<file path="src/rtl/mem_port_arbiter_if.sv">
// Bundle of the fetch, load/store and RAM-side signals of the unified memory port arbiter.
// The slave modport is the arbiter's view; the master modport is the pipeline/memory environment's view.
interface mem_port_arbiter_if;
    logic        if_req;
    logic [31:0] if_addr;
    logic [31:0] if_rdata;
    logic        mem_rd;
    logic        mem_wr;
    logic [1:0]  mem_size;
    logic [31:0] mem_addr;
    logic [31:0] mem_wdata;
    logic [31:0] mem_rdata;
    logic        mem_misalign;
    logic        stall;
    logic        ram_en;
    logic        ram_we;
    logic [3:0]  ram_be;
    logic [31:0] ram_addr;
    logic [31:0] ram_wdata;
    logic [31:0] ram_rdata;

    modport slave (
        input  if_req, if_addr, mem_rd, mem_wr, mem_size, mem_addr, mem_wdata, ram_rdata,
        output if_rdata, mem_rdata, mem_misalign, stall, ram_en, ram_we, ram_be, ram_addr, ram_wdata
    );

    modport master (
        output if_req, if_addr, mem_rd, mem_wr, mem_size, mem_addr, mem_wdata, ram_rdata,
        input  if_rdata, mem_rdata, mem_misalign, stall, ram_en, ram_we, ram_be, ram_addr, ram_wdata
    );
endinterface

</file>
<file path="src/rtl/mem_port_arbiter.sv">
// Arbitrates a single-port unified memory between instruction fetch and MEM-stage load/store,
// data first, and raises the pipeline stall until every request of the current step is served.
module mem_port_arbiter #(
    parameter int unsigned MEM_LAT = 1
) (
    input  logic               clk,
    input  logic               rst,
    mem_port_arbiter_if.slave  bus
);

    typedef enum logic [1:0] {
        ST_IDLE  = 2'd0,
        ST_ISSUE = 2'd1,
        ST_WAIT  = 2'd2
    } state_e;

    localparam logic [2:0] LAT_C = 3'(MEM_LAT);

    function automatic logic is_misaligned(input logic [1:0] size, input logic [1:0] off);
        case (size)
            2'b01:   return off[0];
            2'b10:   return 1'b0;
            default: return (off != 2'b00);
        endcase
    endfunction

    function automatic logic [3:0] store_be(input logic [1:0] size, input logic [1:0] off);
        case (size)
            2'b01:   return 4'b0011 << off;
            2'b10:   return 4'b0001 << off;
            default: return 4'b1111;
        endcase
    endfunction

    function automatic logic [31:0] store_lanes(input logic [1:0] size, input logic [31:0] wdata);
        case (size)
            2'b01:   return {2{wdata[15:0]}};
            2'b10:   return {4{wdata[7:0]}};
            default: return wdata;
        endcase
    endfunction

    state_e      state_q, state_d;
    logic        owner_d_q, owner_d_d;
    logic        d_done_q, d_done_d;
    logic        i_done_q, i_done_d;
    logic        mis_q, mis_d;
    logic [2:0]  cnt_q, cnt_d;
    logic        ram_en_q, ram_en_d;
    logic        ram_we_q, ram_we_d;
    logic [3:0]  ram_be_q, ram_be_d;
    logic [31:0] ram_addr_q, ram_addr_d;
    logic [31:0] ram_wdata_q, ram_wdata_d;
    logic [31:0] if_rdata_q, if_rdata_d;
    logic [31:0] mem_rdata_q, mem_rdata_d;

    logic        need_d_s;
    logic        need_i_s;
    logic        stall_s;
    logic        d_mis_s;
    logic        unused_s;

    assign need_d_s = bus.mem_rd | bus.mem_wr;
    assign need_i_s = bus.if_req;
    assign d_mis_s  = is_misaligned(bus.mem_size, bus.mem_addr[1:0]);
    assign stall_s  = ~rst & ((need_d_s & ~d_done_q) | (need_i_s & ~i_done_q));
    assign unused_s = ^bus.if_addr[1:0];

    // Next-state, RAM command and capture logic
    always_comb begin
        state_d     = state_q;
        owner_d_d   = owner_d_q;
        d_done_d    = d_done_q;
        i_done_d    = i_done_q;
        mis_d       = mis_q;
        cnt_d       = cnt_q;
        ram_en_d    = ram_en_q;
        ram_we_d    = ram_we_q;
        ram_be_d    = ram_be_q;
        ram_addr_d  = ram_addr_q;
        ram_wdata_d = ram_wdata_q;
        if_rdata_d  = if_rdata_q;
        mem_rdata_d = mem_rdata_q;

        // An advance edge retires the step; later sets in this block still win.
        if (!stall_s) begin
            d_done_d = 1'b0;
            i_done_d = 1'b0;
            mis_d    = 1'b0;
        end else begin
            d_done_d = d_done_q;
        end

        case (state_q)
            ST_IDLE: begin
                if (need_d_s && !d_done_q) begin
                    if (d_mis_s) begin
                        mis_d    = 1'b1;
                        d_done_d = 1'b1;
                    end else begin
                        owner_d_d  = 1'b1;
                        ram_en_d   = 1'b1;
                        ram_we_d   = bus.mem_wr;
                        ram_be_d   = bus.mem_wr ? store_be(bus.mem_size, bus.mem_addr[1:0]) : 4'b1111;
                        ram_addr_d = {bus.mem_addr[31:2], 2'b00};
                        if (bus.mem_wr) begin
                            ram_wdata_d = store_lanes(bus.mem_size, bus.mem_wdata);
                        end else begin
                            ram_wdata_d = ram_wdata_q;
                        end
                        state_d    = ST_ISSUE;
                    end
                end else if (need_i_s && !i_done_q) begin
                    owner_d_d  = 1'b0;
                    ram_en_d   = 1'b1;
                    ram_we_d   = 1'b0;
                    ram_be_d   = 4'b1111;
                    ram_addr_d = {bus.if_addr[31:2], 2'b00};
                    state_d    = ST_ISSUE;
                end else begin
                    state_d = ST_IDLE;
                end
            end
            ST_ISSUE: begin
                ram_en_d = 1'b0;
                ram_we_d = 1'b0;
                if (ram_we_q) begin
                    d_done_d = 1'b1;
                    state_d  = ST_IDLE;
                end else begin
                    cnt_d   = LAT_C;
                    state_d = ST_WAIT;
                end
            end
            ST_WAIT: begin
                if (cnt_q == 3'd1) begin
                    cnt_d = 3'd0;
                    if (owner_d_q) begin
                        mem_rdata_d = bus.ram_rdata;
                        d_done_d    = 1'b1;
                    end else begin
                        if_rdata_d  = bus.ram_rdata;
                        i_done_d    = 1'b1;
                    end
                    state_d = ST_IDLE;
                end else begin
                    cnt_d = cnt_q - 3'd1;
                end
            end
            default: begin
                state_d  = ST_IDLE;
                ram_en_d = 1'b0;
                ram_we_d = 1'b0;
            end
        endcase
    end

    // State and output registers; reset cancels any access in flight
    always_ff @(posedge clk or posedge rst) begin
        if (rst) begin
            state_q     <= ST_IDLE;
            owner_d_q   <= 1'b0;
            d_done_q    <= 1'b0;
            i_done_q    <= 1'b0;
            mis_q       <= 1'b0;
            cnt_q       <= 3'd0;
            ram_en_q    <= 1'b0;
            ram_we_q    <= 1'b0;
            ram_be_q    <= 4'd0;
            ram_addr_q  <= 32'd0;
            ram_wdata_q <= 32'd0;
            if_rdata_q  <= 32'd0;
            mem_rdata_q <= 32'd0;
        end else begin
            state_q     <= state_d;
            owner_d_q   <= owner_d_d;
            d_done_q    <= d_done_d;
            i_done_q    <= i_done_d;
            mis_q       <= mis_d;
            cnt_q       <= cnt_d;
            ram_en_q    <= ram_en_d;
            ram_we_q    <= ram_we_d;
            ram_be_q    <= ram_be_d;
            ram_addr_q  <= ram_addr_d;
            ram_wdata_q <= ram_wdata_d;
            if_rdata_q  <= if_rdata_d;
            mem_rdata_q <= mem_rdata_d;
        end
    end

    assign bus.stall        = stall_s;
    assign bus.mem_misalign = mis_q;
    assign bus.if_rdata     = if_rdata_q;
    assign bus.mem_rdata    = mem_rdata_q;
    assign bus.ram_en       = ram_en_q;
    assign bus.ram_we       = ram_we_q;
    assign bus.ram_be       = ram_be_q;
    assign bus.ram_addr     = ram_addr_q;
    assign bus.ram_wdata    = ram_wdata_q;

endmodule

</file>
<file path="src/flat_wrapper.sv">
// flat-port wrapper written by rule: the top's interface ports become plain ports
module mem_port_arbiter_flat 
#(
    parameter int unsigned MEM_LAT = 1
)
  (clk, rst, bus_if_req, bus_if_addr, bus_mem_rd, bus_mem_wr, bus_mem_size, bus_mem_addr, bus_mem_wdata, bus_ram_rdata, bus_if_rdata, bus_mem_rdata, bus_mem_misalign, bus_stall, bus_ram_en, bus_ram_we, bus_ram_be, bus_ram_addr, bus_ram_wdata);
  mem_port_arbiter_if bus_i ();
  input  logic clk;
  input  logic rst;
  input wire logic [$bits(bus_i.if_req)-1:0] bus_if_req;
  input wire logic [$bits(bus_i.if_addr)-1:0] bus_if_addr;
  input wire logic [$bits(bus_i.mem_rd)-1:0] bus_mem_rd;
  input wire logic [$bits(bus_i.mem_wr)-1:0] bus_mem_wr;
  input wire logic [$bits(bus_i.mem_size)-1:0] bus_mem_size;
  input wire logic [$bits(bus_i.mem_addr)-1:0] bus_mem_addr;
  input wire logic [$bits(bus_i.mem_wdata)-1:0] bus_mem_wdata;
  input wire logic [$bits(bus_i.ram_rdata)-1:0] bus_ram_rdata;
  output wire logic [$bits(bus_i.if_rdata)-1:0] bus_if_rdata;
  output wire logic [$bits(bus_i.mem_rdata)-1:0] bus_mem_rdata;
  output wire logic [$bits(bus_i.mem_misalign)-1:0] bus_mem_misalign;
  output wire logic [$bits(bus_i.stall)-1:0] bus_stall;
  output wire logic [$bits(bus_i.ram_en)-1:0] bus_ram_en;
  output wire logic [$bits(bus_i.ram_we)-1:0] bus_ram_we;
  output wire logic [$bits(bus_i.ram_be)-1:0] bus_ram_be;
  output wire logic [$bits(bus_i.ram_addr)-1:0] bus_ram_addr;
  output wire logic [$bits(bus_i.ram_wdata)-1:0] bus_ram_wdata;
  assign bus_i.if_req = bus_if_req;
  assign bus_i.if_addr = bus_if_addr;
  assign bus_i.mem_rd = bus_mem_rd;
  assign bus_i.mem_wr = bus_mem_wr;
  assign bus_i.mem_size = bus_mem_size;
  assign bus_i.mem_addr = bus_mem_addr;
  assign bus_i.mem_wdata = bus_mem_wdata;
  assign bus_i.ram_rdata = bus_ram_rdata;
  assign bus_if_rdata = bus_i.if_rdata;
  assign bus_mem_rdata = bus_i.mem_rdata;
  assign bus_mem_misalign = bus_i.mem_misalign;
  assign bus_stall = bus_i.stall;
  assign bus_ram_en = bus_i.ram_en;
  assign bus_ram_we = bus_i.ram_we;
  assign bus_ram_be = bus_i.ram_be;
  assign bus_ram_addr = bus_i.ram_addr;
  assign bus_ram_wdata = bus_i.ram_wdata;
  mem_port_arbiter #(.MEM_LAT(MEM_LAT)) u_core (.clk(clk), .rst(rst), .bus(bus_i));
endmodule
</file>
<file path="config.mk">
export PLATFORM = sky130hd
export DESIGN_NAME = mem_port_arbiter_flat
export DESIGN_NICKNAME = d
export VERILOG_FILES = /design/src/rtl/mem_port_arbiter_if.sv /design/src/rtl/mem_port_arbiter.sv /design/src/flat_wrapper.sv
export SDC_FILE = /design/constraint.sdc
export NUM_CORES = 1
export LEC_CHECK = 0
export CAP_MARGIN = 10
export CORE_AREA = 2 2 122 124
export DETAILED_ROUTE_END_ITERATION = 8
export DIE_AREA = 0 0 124 126
export HOLD_SLACK_MARGIN = 0.02
export MAX_ROUTING_LAYER = met4
export PLACE_DENSITY_LB_ADDON = 0.3
export SETUP_SLACK_MARGIN = 0.4
export SLEW_MARGIN = 0
export SYNTH_ARGS = -nofsm -noshare
export SYNTH_HDL_FRONTEND = slang
export SYNTH_SLANG_ARGS = --single-unit
export TNS_END_PERCENT = 5
</file>
<file path="constraint.sdc">
create_clock -name clk -period 6.1 [get_ports clk]
set_input_delay 0.915 -clock clk [delete_from_list [all_inputs] [get_ports clk]]
set_output_delay 0.915 -clock clk [all_outputs]
set_load 0.02 [all_outputs]
</file>
# ---- Word-level counts from Yosys, hierarchy flattened
# Cells that the tools add are included.
dict set report totals {
  ff_bits 143
  elab_cells 95
  out_inout_bits 136
}
dict set report op_classes {
  shift 2
  eq_ne 10
  reduce_logical 15
  bitwise_logic 11
  n_mux 43
  addsub 1
}
# operator n
set op_table {}
lappend op_table {{$mux W32} 3}
lappend op_table {{$pmux W32 S2} 1}
lappend op_table {{$mux W1} 22}
lappend op_table {{$mux W4} 4}
lappend op_table {{$reduce_and A3 Y1} 4}
lappend op_table {{$mux W2} 4}
lappend op_table {{$pmux W4 S2} 1}
lappend op_table {{$mux W3} 2}
lappend op_table {{$not A1 Y1} 6}
lappend op_table {{$pmux W1 S2} 3}
lappend op_table {{$pmux W2 S3} 1}
lappend op_table {{$pmux W3 S2} 1}
lappend op_table {{$reduce_bool A2 Y1} 3}
lappend op_table {{$eq A2 B1 Y1 const B} 2}
lappend op_table {{$eq A2 B2 Y1 const B} 2}
lappend op_table {{$ne A2 B2 Y1 const B} 2}
lappend op_table {{$reduce_and A2 Y1} 2}
lappend op_table {{$reduce_and A4 Y1} 1}
lappend op_table {{$shl A1 B2 Y4 const A} 1}
lappend op_table {{$shl A2 B2 Y4 const A} 1}
lappend op_table {{$and A1 B1 Y1} 3}
lappend op_table {{$eq A3 B1 Y1 const B} 1}
lappend op_table {{$ne A3 B1 Y1 const B} 1}
lappend op_table {{$ne A3 B3 Y1 const B} 1}
lappend op_table {{7 further kinds} 10}

# ---- Logic depth before layout (Yosys ltp)
# Gate-level depths: netlist of run 1.
dict set report logic_depth {
  depth_word 8
  ltp_mapped 8
  ltp_nobuf 6
}

# ---- Worst setup path after synthesis of run 1
# No wires, ideal clock.
dict set report synth_timing {
  path_type {input port to output port}
  from {input rst}
  to {output bus_stall}
  path_buffers 0
  arrival_ns 4.331
  setup_slack_ns 0.854
  stages 2
  path_cell_list {inv_1 -> o21a_1}
}
dict set report synth_between {
  elab_chain_cells 2
}
# item line_no
set synth_rtl {}
lappend synth_rtl {{start: declaration} flat_wrapper.sv:9} ;# input logic rst;
lappend synth_rtl {{$not A1 Y1} mem_port_arbiter.sv:66} ;# assign stall_s = ~rst & ((need_d_s & ~d_done_q) | (need_i_s & ~i_done_q));
lappend synth_rtl {{$and A1 B1 Y1} mem_port_arbiter.sv:66}
lappend synth_rtl {{end: declaration} flat_wrapper.sv:21} ;# output wire logic [$bits(bus_i.stall)-1:0] bus_stall;
# Every way passes these cells.

# ---- Worst setup path in the final report of run 1
# Ends and elaborated chain as after synthesis.

==> flow_summary.toml, run 1 <==
[clock_tree]
ctsHoldBuffers = 0
postCtsSetupBuffers = 0
clkSlewWorstSetupHoldPaths_ns = 0.06
h-tree-depth = 4
numCtsBuffers = 17
cts_tree = "yes"
clock_latency_ns = 0.41
cts-root-buf = "clkbuf_16"
cts_buffer_depth = 2
clock-sinks = 141
cts_resized = 0

[final_layout]
final_util = 0.647
multiInputGateArea_um2 = 2220
register_area_um2 = 3530
drive_gt1_frac = 0.151
diodes = 0
fin_area_um2 = 9260
fin_nets = 883
fill_cells = 1113
syn_to_final_growth_pct = 56.2

[global_routing]
grt_pass1_vias = 5103
grt_overflow = 0
grt_antenna_before_repair = 0
grt_start_max_net_pins = 82
grt_pass1_wl_um = 25000
grt_usage = 0.213

[place]
hpwl_um = 11500
numPortBuffers = 266
place_congestion = 0.802
dp_slack_ns = 2.40
place_area_um2 = 8710

[setup_path]
required_ns = 5.18
crit_arrival_ns = 2.74
crit_family = "buffers and inverters"
crit_top_cell = "clkdlybuf4s50_1"
r2r_cells = 4
crit_slowest_cell = "clkdlybuf4s50_1"
cp_slowest_stage_delay_ns = 0.65
cp.depth = 4
end_kind = "primary output"
path_class = "in -> out"
start_kind = "input pin"
crit_chain = "clkdlybuf4s50_1 -> inv_6 -> o21a_1 -> clkdlybuf4s50_1"
crit_fanout = 63
path_buf_inv = 3

[detailed_routing]
totalWireLength_um = 16000
wire_per_inst_um = 17.0
route.antenna.remaining_nets = 0
drt-initial-drc-count = 143
num_vias = 4811
viasPerCell = 5.11
drc = 0
drtPass1Iterations = 4

[floorplanning]
ios = 271
fp.dieH_um = 126
die_area_um2 = 15600
design.core.area_um2 = 14300
start_util = 0.414
die_x_um = 124
rows = 44

[timing]
max_freq_mhz = 273
slew_violations = 0
post-route-period-util = 0.600
relSlewSlack = 0.227
fin_skew_ns = 0.00634
setup_slack_ns = 2.44
fin_setup_tns_ns = 0
worstMarginPinSlew_ns = 1.16
setup_viol_count_final = 0
fin_crit_ns = 3.66
rsz0062_at_grt = "false"
final_hold_viol_count = 0

[run]
maxCapViolCount = 0

[synth]
synthTopCellsByArea = "dfrtp_1 (60%), mux2_2 (13%), o22ai_1 (3.2%)"
postSynth.asyncResetShare = 1.00
synth_area_um2 = 5930
ys.flop_type = "dfrtp_1"
synth_cell_types = 42
synth-edff-count = 0
synth_seq_area_share = 0.595
yosysTopAreaCellShare = 0.595
synth_top_area_cell = "dfrtp_1"
synth-seq-cells = 141
synth_warnings = 0
syn_area_per_cell_um2 = 12.2
synth_cells = 486

[pwr]
p_leak_nw = 3.84
ir_drop_v = 0.000243
power_density_nw_per_um2 = 535
finalPower_mw = 4.95

[worst_hold_path]
hold_class = "reg -> reg"
hold_depth = 2

[run_status]
status = "complete, no violations"
-- placed cells by master (no fill, tap or decap), types with 8 or more instances in the layout --
master	netlist	routed
nor2b_1	17	17
nor2_1	35	35
a221oi_1	9	9
nand2_1	33	33
clkdlybuf4s50_1	0	266
a21oi_1	33	33
dfrtp_1	141	141
o31ai_1	17	17
o21ai_0	15	15
a22oi_1	8	8
o22ai_1	30	30
mux2_2	66	66
clkbuf_16	0	17
-- per-stage QoR --
step	instances	hold slack, ns
2_1_floorplan	487	0.450
4_1_cts	941	0.478
3_5_place_dp	909	0.465
3_3_place_gp	909	0.459
6_report	941	0.474
5_1_grt	941	0.509
-- final timing paths --
| kind | slack, ns | end | startpoint |
|---|---|---|---|
| hold / removal | 0.47 | u_core.bus.ram_wdata[8] | u_core.bus.ram_wdata[8] |
| setup / recovery | 2.44 | bus_stall | rst |
| hold reg to reg | 0.47 | u_core.bus.ram_wdata[8] | u_core.bus.ram_wdata[8] |
| max in group asynchronous | 3.68 | u_core.bus.ram_addr[25] | rst |
| setup reg to reg | 3.74 | u_core.bus.ram_addr[23] | u_core.state_q[0] |
| min in group asynchronous | 0.94 | u_core.bus.ram_addr[29] | rst |
-- cells by family after synthesis --
group / share of synthesized area
AND/OR/NAND/NOR: 0.0817
multiplexers: 0.137
adder cells (fa/ha/maj): 0.00844
AO/OA/AOI/OAI: 0.142
flip-flops: 0.595
other: 0.000633
buffers and inverters: 0.0348
-- cells in the mapped netlist, drive strengths merged, types with 3 or more instances --
library cell  instances
nor2b                18
inv                   7
o31ai                17
o22ai                30
o21ai                15
dfrtp               141
o32a                  3
nand2                33
nor2                 37
ha                    4
mux2                 72
nand3                 3
a22oi                 8
a21oi                34
clkbuf               15
buf                  19
a221oi                9
-- per-layer routing --
metal | wire length [um] | track usage | up-vias
li1 | - | - | 2270
met1 | 6180 | 0.240 | 2303
met2 | 7860 | 0.348 | 198
met3 | 1370 | 0.0598 | 40
met4 | 539 | 0.100 | 0
met5 | 0 | - | -
-- tightest hold or removal path: cells and delay by family, from the launching register on --
kind / cells / cell delay, ns
compound gates: 1 / 0.05
flops: 1 / 0.34
simple gates: 1 / 0.05
-- power by group --
group / switching (mW) / internal, mW / total (mW)
combinational: 1.18 / 1.19 / 2.37
clock: 0.393 / 0.543 / 0.936
sequential: 0.257 / 1.39 / 1.64
total: 1.83 / 3.12 / 4.95
-- state kept, by name (all words and copies together) (netlist names) --
signal                   cells
u_core.state_q               2
u_core.cnt_q                 3
u_core.bus.if_rdata         32
u_core.owner_d_q             1
u_core.bus.ram_wdata        32
u_core.bus.ram_be            4
u_core.bus.ram_addr         30
u_core.bus.mem_misalign      1
u_core.bus.mem_rdata        32
u_core.bus.ram_en            1
u_core.bus.ram_we            1
u_core.i_done_q              1
u_core.d_done_q              1
-- area by class of cell --
cell class | count | share of cell area
clock inverters | 12 | 0.00959
inverters | 7 | 0.00338
multi-input cells | 305 | 0.239
flip-flops and latches | 141 | 0.381
clock buffers | 20 | 0.0493
well taps | 184 | 0.0249
repair buffers | 272 | 0.292
Note: power is estimated with default switching activity, not from simulation.
==> inputs of run 2 (changes only) <==
- CORE_AREA: 2 2 122 124 -> 2 2 128 130
- DIE_AREA: 0 0 124 126 -> 0 0 130 132
- clock period: 6.1 -> 3.35 ns (I/O delays scaled with it)
==> flow_summary.toml, run 2 (synthesis results as in run 1) <==
[floorplanning]
design.core.area_um2 = 15700
fp.dieH_um = 132
rows = 46
die_area_um2 = 17200
start_util = 0.377
ios = 271
die_x_um = 130

[setup_path]
rrSetupSlack_ns = 1.27
timing.rr.start = "u_core.state_q[0]"
start_kind = "input pin"
end_kind = "primary output"
crit_arrival_ns = 2.15
timing.rr.end = "u_core.bus.ram_wdata[28]"
path_class = "in -> out"
crit_fanout = 6
required_ns = 2.85
r2r_cells = 4
setup.worst_path.end = "bus_stall"
startpoint = "bus_if_req"

[place]
place_congestion = 0.819
numPortBuffers = 266
placedCellCount = 947
place_area_um2 = 8820
dp_slack_ns = 0.453
hpwl_um = 11800

[timing]
relSlewSlack = 0.435
worstMarginPinSlew_ns = 0.847
fin_skew_ns = 0.00713
hold_slack_ns = 0.477
max_freq_mhz = 377
rsz0062_at_grt = "false"
post-route-period-util = 0.792
setup_slack_ns = 0.696
setup_viol_count_final = 0
slew_violations = 0
final_hold_viol_count = 0
fin_crit_ns = 2.65
fin_setup_tns_ns = 0

[detailed_routing]
num_vias = 4821
drt-initial-drc-count = 250
viasPerCell = 4.93
drc = 0
drtPass1Iterations = 4
wire_per_inst_um = 16.6
totalWireLength_um = 16200
route.antenna.remaining_nets = 0

[final_layout]
fin_nets = 889
fin_area_um2 = 9430
syn_to_final_growth_pct = 59.2
final_cell_mix = "clkdlybuf4s50_1 (266), dfrtp_1 (141), mux2_2 (66), nor2_1 (35)"
layout_commonest_cell = "clkdlybuf4s50_1"
drive_gt1_frac = 0.155
final_cells = 977
final_util = 0.600
diodes = 0

[pwr]
power_density_nw_per_um2 = 984
p_leak_nw = 3.89
swShare = 0.356
p_int_mw = 5.98
p_seq_frac = 0.322
finalPower_mw = 9.29
combPwrFrac = 0.468
switchingPower_mw = 3.30
clkPwrFrac = 0.209
ir_drop_v = 0.000458

[worst_hold_path]
hold_class = "reg -> reg"

[clock_tree]
clkSlewWorstSetupHoldPaths_ns = 0.05
ctsHoldBuffers = 0
cts_buffer_depth = 2
clock_latency_ns = 0.41
cts-root-buf = "clkbuf_16"
h-tree-depth = 4
cts_tree = "yes"
clock-sinks = 141
postCtsSetupBuffers = 0
cts_resized = 0
numCtsBuffers = 17

[global_routing]
grt_antenna_before_repair = 0
grt_pass1_wl_um = 26100
grt_usage = 0.200
grt_start_max_net_pins = 143
grt_pass1_vias = 5056
grt_overflow = 0

[run_status]
status = "complete, no violations"

[run]
maxCapViolCount = 0
-- run 2: worst min path at each step --
stage / start / end / slack [ns] / cells past startpoint
after CTS: u_core.bus.ram_wdata[24] / u_core.bus.ram_wdata[24] / 0.48 / 2
after global placement: u_core.i_done_q / u_core.i_done_q / 0.46 / 1
after global routing: u_core.bus.ram_wdata[24] / u_core.bus.ram_wdata[24] / 0.49 / 2
after floorplan: u_core.i_done_q / u_core.i_done_q / 0.45 / 1
after detailed placement: u_core.bus.ram_wdata[24] / u_core.bus.ram_wdata[24] / 0.47 / 2
final: u_core.i_done_q / u_core.i_done_q / 0.48 / 1
-- run 2: cell type report --
cell class	count	area, um^2
inverters	7	30.0
flip-flops and latches	141	3530
clock inverters	11	169
clock buffers	19	443
fillers	1290	6280
multi-input cells	305	2220
repair buffers	278	2780
well taps	216	270
-- run 2: power groups by stage --
stage	clock network, mW	registers, mW	logic [mW]
floorplan	0	3.90	1.36
global placement	0	2.97	4.29
detailed placement	0	3.02	4.39
CTS	1.99	3.00	4.40
global route	2.07	3.11	4.65
finish	1.94	2.99	4.35
-- run 2: per-layer routing --
layer | share of wire | GRT usage | vias up
li1 | - | - | 2269
met1 | 0.41 | 0.238 | 2327
met2 | 0.50 | 0.325 | 194
met3 | 0.068 | 0.0540 | 31
met4 | 0.024 | 0.0747 | 0
met5 | 0 | - | -
-- run 2: critical path: stages --
cell,delay (ns)
clkdlybuf4s50_1,0.45
nor2b_1,0.34
o21a_1,0.21
clkdlybuf4s50_1,0.65
